`src/rtl/sram_port_arbiter_pkg.sv`:
```
// Shared types and constants for the SRAM port arbiter: FSM state encoding,
// grant-owner encoding and the wait-state load helper.
package sram_port_arbiter_pkg;

    typedef enum logic [1:0] {
        ST_IDLE  = 2'd0,
        ST_READ  = 2'd1,
        ST_WRITE = 2'd2,
        ST_DONE  = 2'd3
    } state_t;

    typedef enum logic {
        OWNER_INST = 1'b0,
        OWNER_DATA = 1'b1
    } owner_t;

    localparam int BE_W = 4;
    localparam logic [BE_W-1:0] BE_NONE = 4'hF;
    localparam logic [BE_W-1:0] BE_ALL  = 4'h0;

    // Wide enough for any practical wait-state setting at 50 MHz.
    localparam int WAIT_W = 8;

    // A strobe must last at least one cycle, so 0 is promoted to 1.
    function automatic logic [WAIT_W-1:0] wait_load(input int cycles);
        if (cycles < 1) begin
            return WAIT_W'(1);
        end
        return WAIT_W'(cycles);
    endfunction

endpackage

```
`src/rtl/sram_wait_counter.sv`:
```
// Load/decrement wait-state counter; last is high during the final strobe cycle.
module sram_wait_counter #(
    parameter int WIDTH = 8
) (
    input  logic             clk,
    input  logic             rst,
    input  logic             load,
    input  logic [WIDTH-1:0] load_value,
    input  logic             dec,
    output logic             last
);

    logic [WIDTH-1:0] count_reg;

    always_ff @(posedge clk) begin
        if (rst) begin
            count_reg <= '0;
        end else if (load) begin
            count_reg <= load_value;
        end else if (dec && (count_reg != '0)) begin
            count_reg <= count_reg - 1'b1;
        end
    end

    assign last = (count_reg == WIDTH'(1));

endmodule

```
`src/rtl/sram_port_arbiter.sv`:
```
// Arbitrates the instruction-fetch and data ports onto one asynchronous SRAM,
// sequencing CE_n/OE_n/WE_n with wait states and returning done pulses.
module sram_port_arbiter
    import sram_port_arbiter_pkg::*;
#(
    parameter int ADDR_W       = 20,
    parameter int DATA_W       = 32,
    parameter int READ_CYCLES  = 2,
    parameter int WRITE_CYCLES = 2
) (
    input  logic              clk,
    input  logic              rst,

    input  logic              inst_req,
    input  logic [ADDR_W-1:0] inst_addr,
    output logic              inst_done,
    output logic [DATA_W-1:0] inst_rdata,

    input  logic              data_req,
    input  logic              data_we,
    input  logic [ADDR_W-1:0] data_addr,
    input  logic [BE_W-1:0]   data_be_n,
    input  logic [DATA_W-1:0] data_wdata,
    output logic              data_done,
    output logic [DATA_W-1:0] data_rdata,

    output logic [ADDR_W-1:0] ram_addr,
    output logic [BE_W-1:0]   ram_be_n,
    output logic              ram_ce_n,
    output logic              ram_oe_n,
    output logic              ram_we_n,
    output logic [DATA_W-1:0] ram_data_o,
    output logic              ram_data_oe,
    input  logic [DATA_W-1:0] ram_data_i
);

    localparam logic [WAIT_W-1:0] READ_LOAD  = wait_load(READ_CYCLES);
    localparam logic [WAIT_W-1:0] WRITE_LOAD = wait_load(WRITE_CYCLES);

    state_t            state_reg;
    owner_t            owner_reg;
    logic [ADDR_W-1:0] addr_reg;
    logic [BE_W-1:0]   be_n_reg;
    logic              ce_n_reg;
    logic              oe_n_reg;
    logic              we_n_reg;
    logic [DATA_W-1:0] wdata_reg;
    logic              data_oe_reg;
    logic              inst_done_reg;
    logic              data_done_reg;
    logic [DATA_W-1:0] inst_rdata_reg;
    logic [DATA_W-1:0] data_rdata_reg;

    logic              grant;
    logic              grant_write;
    logic [WAIT_W-1:0] cnt_value;
    logic              cnt_dec;
    logic              cnt_last;

    // The counter is loaded in the grant cycle so it already holds the full
    // strobe length in the first READ/WRITE cycle.
    assign grant       = (state_reg == ST_IDLE) && (data_req || inst_req);
    assign grant_write = data_req && data_we;
    assign cnt_value   = grant_write ? WRITE_LOAD : READ_LOAD;
    assign cnt_dec     = (state_reg == ST_READ) || (state_reg == ST_WRITE);

    sram_wait_counter #(
        .WIDTH (WAIT_W)
    ) u_wait (
        .clk        (clk),
        .rst        (rst),
        .load       (grant),
        .load_value (cnt_value),
        .dec        (cnt_dec),
        .last       (cnt_last)
    );

    always_ff @(posedge clk) begin
        if (rst) begin
            state_reg      <= ST_IDLE;
            owner_reg      <= OWNER_INST;
            addr_reg       <= '0;
            be_n_reg       <= BE_NONE;
            ce_n_reg       <= 1'b1;
            oe_n_reg       <= 1'b1;
            we_n_reg       <= 1'b1;
            wdata_reg      <= '0;
            data_oe_reg    <= 1'b0;
            inst_done_reg  <= 1'b0;
            data_done_reg  <= 1'b0;
            inst_rdata_reg <= '0;
            data_rdata_reg <= '0;
        end else begin
            inst_done_reg <= 1'b0;
            data_done_reg <= 1'b0;

            case (state_reg)
                ST_IDLE: begin
                    // Data port wins: the MEM stage is older than IF.
                    if (data_req) begin
                        owner_reg <= OWNER_DATA;
                        addr_reg  <= data_addr;
                        be_n_reg  <= data_be_n;
                        wdata_reg <= data_wdata;
                        ce_n_reg  <= 1'b0;
                        if (data_we) begin
                            we_n_reg    <= 1'b0;
                            data_oe_reg <= 1'b1;
                            state_reg   <= ST_WRITE;
                        end else begin
                            oe_n_reg  <= 1'b0;
                            state_reg <= ST_READ;
                        end
                    end else if (inst_req) begin
                        owner_reg <= OWNER_INST;
                        addr_reg  <= inst_addr;
                        be_n_reg  <= BE_ALL;
                        ce_n_reg  <= 1'b0;
                        oe_n_reg  <= 1'b0;
                        state_reg <= ST_READ;
                    end
                end

                ST_READ: begin
                    if (cnt_last) begin
                        if (owner_reg == OWNER_DATA) begin
                            data_rdata_reg <= ram_data_i;
                            data_done_reg  <= 1'b1;
                        end else begin
                            inst_rdata_reg <= ram_data_i;
                            inst_done_reg  <= 1'b1;
                        end
                        ce_n_reg  <= 1'b1;
                        oe_n_reg  <= 1'b1;
                        state_reg <= ST_DONE;
                    end
                end

                ST_WRITE: begin
                    // Pad drive stays on through DONE for data hold after WE_n rises.
                    if (cnt_last) begin
                        ce_n_reg      <= 1'b1;
                        we_n_reg      <= 1'b1;
                        data_done_reg <= 1'b1;
                        state_reg     <= ST_DONE;
                    end
                end

                ST_DONE: begin
                    // Requests are ignored here: the requester still holds req.
                    data_oe_reg <= 1'b0;
                    state_reg   <= ST_IDLE;
                end

                default: begin
                    state_reg <= ST_IDLE;
                end
            endcase
        end
    end

    assign inst_done   = inst_done_reg;
    assign inst_rdata  = inst_rdata_reg;
    assign data_done   = data_done_reg;
    assign data_rdata  = data_rdata_reg;
    assign ram_addr    = addr_reg;
    assign ram_be_n    = be_n_reg;
    assign ram_ce_n    = ce_n_reg;
    assign ram_oe_n    = oe_n_reg;
    assign ram_we_n    = we_n_reg;
    assign ram_data_o  = wdata_reg;
    assign ram_data_oe = data_oe_reg;

endmodule

```
`config.mk`:
```
export PLATFORM = sky130hd
export DESIGN_NAME = sram_port_arbiter
export DESIGN_NICKNAME = d
export VERILOG_FILES = /design/src/rtl/sram_port_arbiter_pkg.sv /design/src/rtl/sram_wait_counter.sv /design/src/rtl/sram_port_arbiter.sv
export SDC_FILE = /design/constraint.sdc
export NUM_CORES = 1
export LEC_CHECK = 0
export ABC_AREA = 1
export BUFFER_PORTS_ARGS = -buffer_cell sky130_fd_sc_hd__buf_2
export CORE_MARGIN = 5
export CORE_UTILIZATION = 47
export DETAILED_ROUTE_END_ITERATION = 10
export PLACE_DENSITY = 0.8
export RECOVER_POWER = 50
export SYNTH_ARGS = -nofsm -noshare
export SYNTH_HDL_FRONTEND = slang
export SYNTH_SLANG_ARGS = --single-unit
```
`constraint.sdc`:
```
create_clock -name clk -period 1.7 [get_ports clk]
set_input_delay 0.34 -clock clk [delete_from_list [all_inputs] [get_ports clk]]
set_output_delay 0.34 -clock clk [all_outputs]
set_load 0.05 [all_outputs]
```
# ---- Word level (Yosys, flattened, before mapping)
# Cells that the tools add are included.
dict set report word_totals {
  ff_bits 137
  in_bits 113
  out_inout_bits 126
  wordCells 84
}
dict set report classes {
  add_sub_neg 1
  n_eq_ne 11
  muxes 30
  n_bitwise 3
  reduce_logical 24
}
# cell n
set op_table {}
lappend op_table {{$mux 20} 2}
lappend op_table {{$mux 1} 14}
lappend op_table {{$mux 2} 6}
lappend op_table {{$reduce_and 3->1} 4}
lappend op_table {{$reduce_bool 2->1} 6}
lappend op_table {{$pmux 1 s2} 5}
lappend op_table {{$eq 8x1->1 const B} 1}
lappend op_table {{$mux 4} 2}
lappend op_table {{$ne 2x2->1 const B} 4}
lappend op_table {{$reduce_and 4->1} 2}
lappend op_table {{$reduce_bool 8->1} 1}
lappend op_table {{$sub 8x1->8 const B} 1}
lappend op_table {{$ne 3x3->1 const B} 2}
lappend op_table {{$pmux 2 s3} 1}
lappend op_table {{$reduce_and 2->1} 3}
lappend op_table {{$eq 2x2->1 const B} 2}
lappend op_table {{$reduce_or 2->1} 2}
lappend op_table {{$not 1->1} 3}
lappend op_table {{$reduce_or 3->1} 1}
lappend op_table {{$eq 2x1->1 const B} 1}
lappend op_table {{$logic_and 1x1->1} 2}
lappend op_table {{$logic_not 2->1} 1}
lappend op_table {{$logic_or 1x1->1} 2}
lappend op_table {{$ne 2x1->1 const B} 1}

# ---- Depth between registers and ports, before layout
dict set report logic_depth {
  depth_word 5
  mapped_depth 10
  mapped_depth_nobuf 9
}

# ---- Hierarchy
# A second synthesis with hierarchy kept.
dict set report unflattened {
  hier_cells 773
  area_unflattened_um2 5606.6
}
# module instances cells_each area_each_um2 seq_area_each_um2
set modules_own_cells {}
lappend modules_own_cells {sram_port_arbiter 1 666 4953.5 2582.5}
lappend modules_own_cells {sram_wait_counter 1 107 653.1 160.2}

# ---- Worst setup path before layout
# OpenSTA, ideal clock, no wires.
dict set report synth_timing {
  path_type {flip-flop to flip-flop}
  start {register state_reg[0]}
  end {register u_wait.count_reg[1]}
  setup_ns 0.110
  t_arrival_ns 1.315
  t_required_ns 1.590
  path_slack_ns 0.275
  path_stages_with_launch 10
  path_buffers 1
  period_less_slack_ns 1.425
  cell_sequence {dfxtp_1 -> inv_1 -> ha_1 -> nand2_1 -> nand2_1 -> buf_2 -> nand2_1 -> nand3_1 -> nand2_1 -> inv_1}
}
dict set report synth_via {
  elab_chain_cells 4
  word_cells_on_any_way 8
  cone_classes {eq/ne (2); mux (1); reduce/logical (5)}
}
# element line_no
set synth_lines {}
lappend synth_lines {{start: declaration} sram_port_arbiter.sv:40} ;# state_t state_reg;
lappend synth_lines {{start signal: assignment} sram_port_arbiter.sv:80} ;# state_reg <= ST_IDLE;
lappend synth_lines {{start signal: assignment} sram_port_arbiter.sv:109} ;# state_reg <= ST_WRITE;
lappend synth_lines {{start signal: assignment} sram_port_arbiter.sv:112} ;# state_reg <= ST_READ;
lappend synth_lines {{$eq 2x1->1 / $eq 2x2->1 (equally long branches)} sram_port_arbiter.sv:65} ;# assign cnt_dec = (state_reg == ST_READ) || (state_reg == ST_WRITE);
lappend synth_lines {{$logic_or 1x1->1 (*)} sram_port_arbiter.sv:65}
lappend synth_lines {{named net cnt_dec} sram_port_arbiter.sv:57} ;# logic cnt_dec;
lappend synth_lines {{$logic_and 1x1->1 (*)} sram_wait_counter.sv:20} ;# end else if (dec && (count_reg != '0)) begin
lappend synth_lines {{$reduce_bool 2->1 (no source line) (*)} --}
lappend synth_lines {{end signal: assignment} sram_wait_counter.sv:19} ;# count_reg <= load_value;
lappend synth_lines {{end signal: assignment} sram_wait_counter.sv:21} ;# count_reg <= count_reg - 1'b1;
lappend synth_lines {{end: declaration} sram_wait_counter.sv:13} ;# logic [WIDTH-1:0] count_reg;
# Mark *: on every way through the listed nets, which the timed path passes. The rest lies on a longest branch.
# A chain may end at the register's enable or synchronous reset.

# ---- Worst setup path in the final report
dict set report layout_timing {
  start {register addr_reg[5] (netlist: ram_addr[5])}
  end {output ram_addr[5]}
}
# element line_no
set layout_rtl {}
lappend layout_rtl {{start: declaration} sram_port_arbiter.sv:42} ;# logic [ADDR_W-1:0] addr_reg;
lappend layout_rtl {{start signal: assignment} sram_port_arbiter.sv:102} ;# addr_reg <= data_addr;
lappend layout_rtl {{start signal: assignment} sram_port_arbiter.sv:116} ;# addr_reg <= inst_addr;
lappend layout_rtl {{end: declaration} sram_port_arbiter.sv:27} ;# output logic [ADDR_W-1:0] ram_addr,
# No word-level cell between the ends.

==> impl_metrics.json <==
{
  "status": "finished, final reports clean",
  "clockPowerShare_pct": 32.7,
  "fin_area_um2": 7330,
  "synthTopCellsByArea": "dfxtp_1, nor2_1, o21ai_0, nand2_1, inv_1",
  "cp.required_ns": 1.36,
  "synth_warnings": 0,
  "max_freq_mhz": 636,
  "overflow": 0,
  "met2WireLength_um": 7020,
  "path_buf_inv": 1,
  "path_max_fanout": 2,
  "p_int_mw": 7.47,
  "power_frac_seq_pct": 33.2,
  "antenna_found_initial": 0,
  "post-route-period-util_pct": 92.4,
  "synth_top_area_share_pct": 50.8,
  "cts_buffer_depth": 2,
  "initialDrtViolationCount": 402,
  "firstDrtPassIters": 4,
  "min_from": "data_be_n[3]",
  "critPathMaxStageDelay_ns": 0.48,
  "dpl-instance-area_um2": 6720,
  "grt_first_pass_wirelength_um": 22200,
  "synth-seq-cells": 137,
  "worstMarginPinSlew_ns": 0.641,
  "num_rows": 39,
  "cts-buffers-inserted": 17,
  "crit_path_start_kind": "flop",
  "final_max_slew_viol_count": 0,
  "final.setup_skew_ns": 0.00752,
  "max_slew_margin_pct": 57.5,
  "rr_endpoint": "inst_rdata[18]",
  "synth_nets": 846,
  "sw_frac_of_total_pct": 39.0,
  "reg2reg_slack_ns": 0.16,
  "setup-tns-final_ns": 0,
  "cap_violations": 0,
  "root_buffer": "clkbuf_16",
  "powerDensity_nw_per_um2": 1670,
  "rsz0062_at_grt": "true",
  "io_buffers": 238,
  "n_antenna_cell": 0,
  "p_total_mw": 12.2,
  "setup_viol": 0,
  "routed_wl_um": 14300,
  "cts.sinks": 137,
  "worst-endpoint-arrival_ns": 1.23,
  "hold_viol": 0,
  "comb_power_share_pct": 34.2,
  "grt_pass1_vias": 4732,
  "drc_errors": 0,
  "wl_met3_um": 1150,
  "met1_length_um": 6000,
  "hold_path_depth": 3,
  "crit_chain": "clkbuf_1",
  "io-pin-count": 239,
  "drive_gt1_share_pct": 25.8,
  "setup_ws_ns": 0.129,
  "synth_ff_type": "dfxtp_1",
  "grt_usage_pct": 20.3,
  "h-tree-depth": 4,
  "cp_slowest_cell": "clkbuf_1",
  "final_nets": 1074,
  "critPathTopFamily": "buffers and inverters",
  "cts_resized": 0,
  "min_path_type": "primary input to flop",
  "syn_area_um2": 5400,
  "initial_core_util_pct": 47.7,
  "grt_max_degree": 76,
  "die-area_um2": 13700,
  "seq_area_frac_synth_pct": 50.8,
  "yosysTopAreaCell": "dfxtp_1",
  "die_y_um": 117,
  "die_w_um": 117,
  "final_antenna_net_count": 0,
  "vias": 5244,
  "dp_hpwl_um": 10300,
  "finalCriticalPeriod_ns": 1.57,
  "switching_power_mw": 4.77,
  "clk_latency_ns": 0.41,
  "clk_pin_slew_worst_paths_ns": 0.06,
  "gp_congestion": 0.880,
  "tritoncts": "done",
  "worstSetupEndpointType": "primary output",
  "leakage_nw": 3.66,
  "pre_cts_ws_ns": 0.129,
  "synthArstFlopShare_pct": 0,
  "ys_types": 25,
  "syn_avg_cell_area_um2": 7.44,
  "synth_edf_count": 0,
  "top_layer": "met4",
  "postCtsHoldBufs": 0,
  "synthTopCellsByCount": "nor2_1, dfxtp_1, nand2_1, o21ai_0, inv_1",
  "r2r_start": "u_wait.count_reg[0]",
  "criticalPathCategory": "flop to primary output",
  "r2r_cells": 8,
  "avgViaCountPerCell": 4.73,
  "netlist_instances": 726,
  "coreArea_um2": 11300,
  "cts_setup_buffers": 0,
  "yosysMostFrequentCell": "nor2_1",
  "vdd_drop_max_mv": 1.02,
  "wl_per_cell_um": 12.9,
  "min_to": "ram_be_n[3]",
  "syn2layout_area_growth_pct": 35.6
}
-- logic make-up (layout without fill, tap and decap cells) --
family	count (synthesis)	in the layout	share of synthesized area (%)
AND/OR/NAND/NOR	343	343	24.7
flip-flops	137	137	50.8
AO/OA/AOI/OAI	119	119	11.2
buffers and inverters	99	338	7.90
multiplexers	20	20	3.70
adder cells (fa/ha/maj)	7	7	1.62
XOR/XNOR	1	1	0.162
-- cell usage in the layout, fill, tap and decap left out, drive strengths merged --
cell / netlist / layout
a21oi: 25 / 25
a221oi: 1 / 1
buf: 16 / 124
bufinv: 0 / 5
clkbuf: 24 / 144
clkinv: 1 / 4
clkinvlp: 0 / 2
dfxtp: 137 / 137
ha: 7 / 7
inv: 58 / 59
mux2i: 20 / 20
nand2: 107 / 107
nand3: 18 / 18
nand4: 1 / 1
nor2: 215 / 215
nor3: 2 / 2
o21ai: 91 / 91
o22ai: 1 / 1
o31ai: 1 / 1
xnor2: 1 / 1
-- per-layer routing --
layer	track usage (%)	vias to the layer above
met5	0	-
met4	5.58	0
met3	6.22	13
met2	33.6	189
met1	25.8	2306
li1	-	2736
-- final cells by class --
type	instances	area [µm²]
fill	1045	3990
sequential	137	2740
multi-input combinational	490	2240
timing repair buffer	249	1290
clock buffer	19	453
inverter	59	221
clock inverter	11	196
tap	143	179
-- through the flow --
| step | hold WS, ns | utilization, % | std cells |
|---|---|---|---|
| after floorplan | 0.412 | - | 726 |
| after global placement | 0.436 | 59.3 | 1078 |
| after detailed placement | 0.437 | 59.3 | 1078 |
| after CTS | 0.128 | 65.1 | 1108 |
| after global routing | 0.140 | 64.7 | 1108 |
| final | 0.141 | 64.7 | 1108 |
-- worst max path at each step --
| stage | start | to | slack (ns) | cells past startpoint |
|---|---|---|---|---|
| 2_1_floorplan | state_reg[0] | u_wait.count_reg[1] | 0.28 | 9 |
| 3_3_place_gp | u_wait.count_reg[0] | u_wait.count_reg[7] | 0.20 | 9 |
| 5_1_grt | state_reg[1] | ram_addr[11] | -0.003 | 7 |
| 3_5_place_dp | state_reg[0] | u_wait.count_reg[5] | 0.13 | 7 |
| 4_1_cts | state_reg[0] | u_wait.count_reg[1] | 0.08 | 8 |
| 6_report | ram_addr[5] | ram_addr[5] | 0.13 | 1 |
-- worst min-delay path, stage by stage --
cell and delay, ns:
buf_2 0.07, nand2_1 0.04, nand3_1 0.06
-- power groups by stage --
stage	sequential (mW)	clock [mW]	combinational [mW]
after floorplan	5.61	0	1.65
after global placement	4.08	0	4.12
after detailed placement	4.09	0	4.20
after CTS	4.04	4.05	4.22
after global routing	4.12	4.22	4.58
final	4.06	3.99	4.18
No activity file was read; power rests on OpenSTA's default activity.
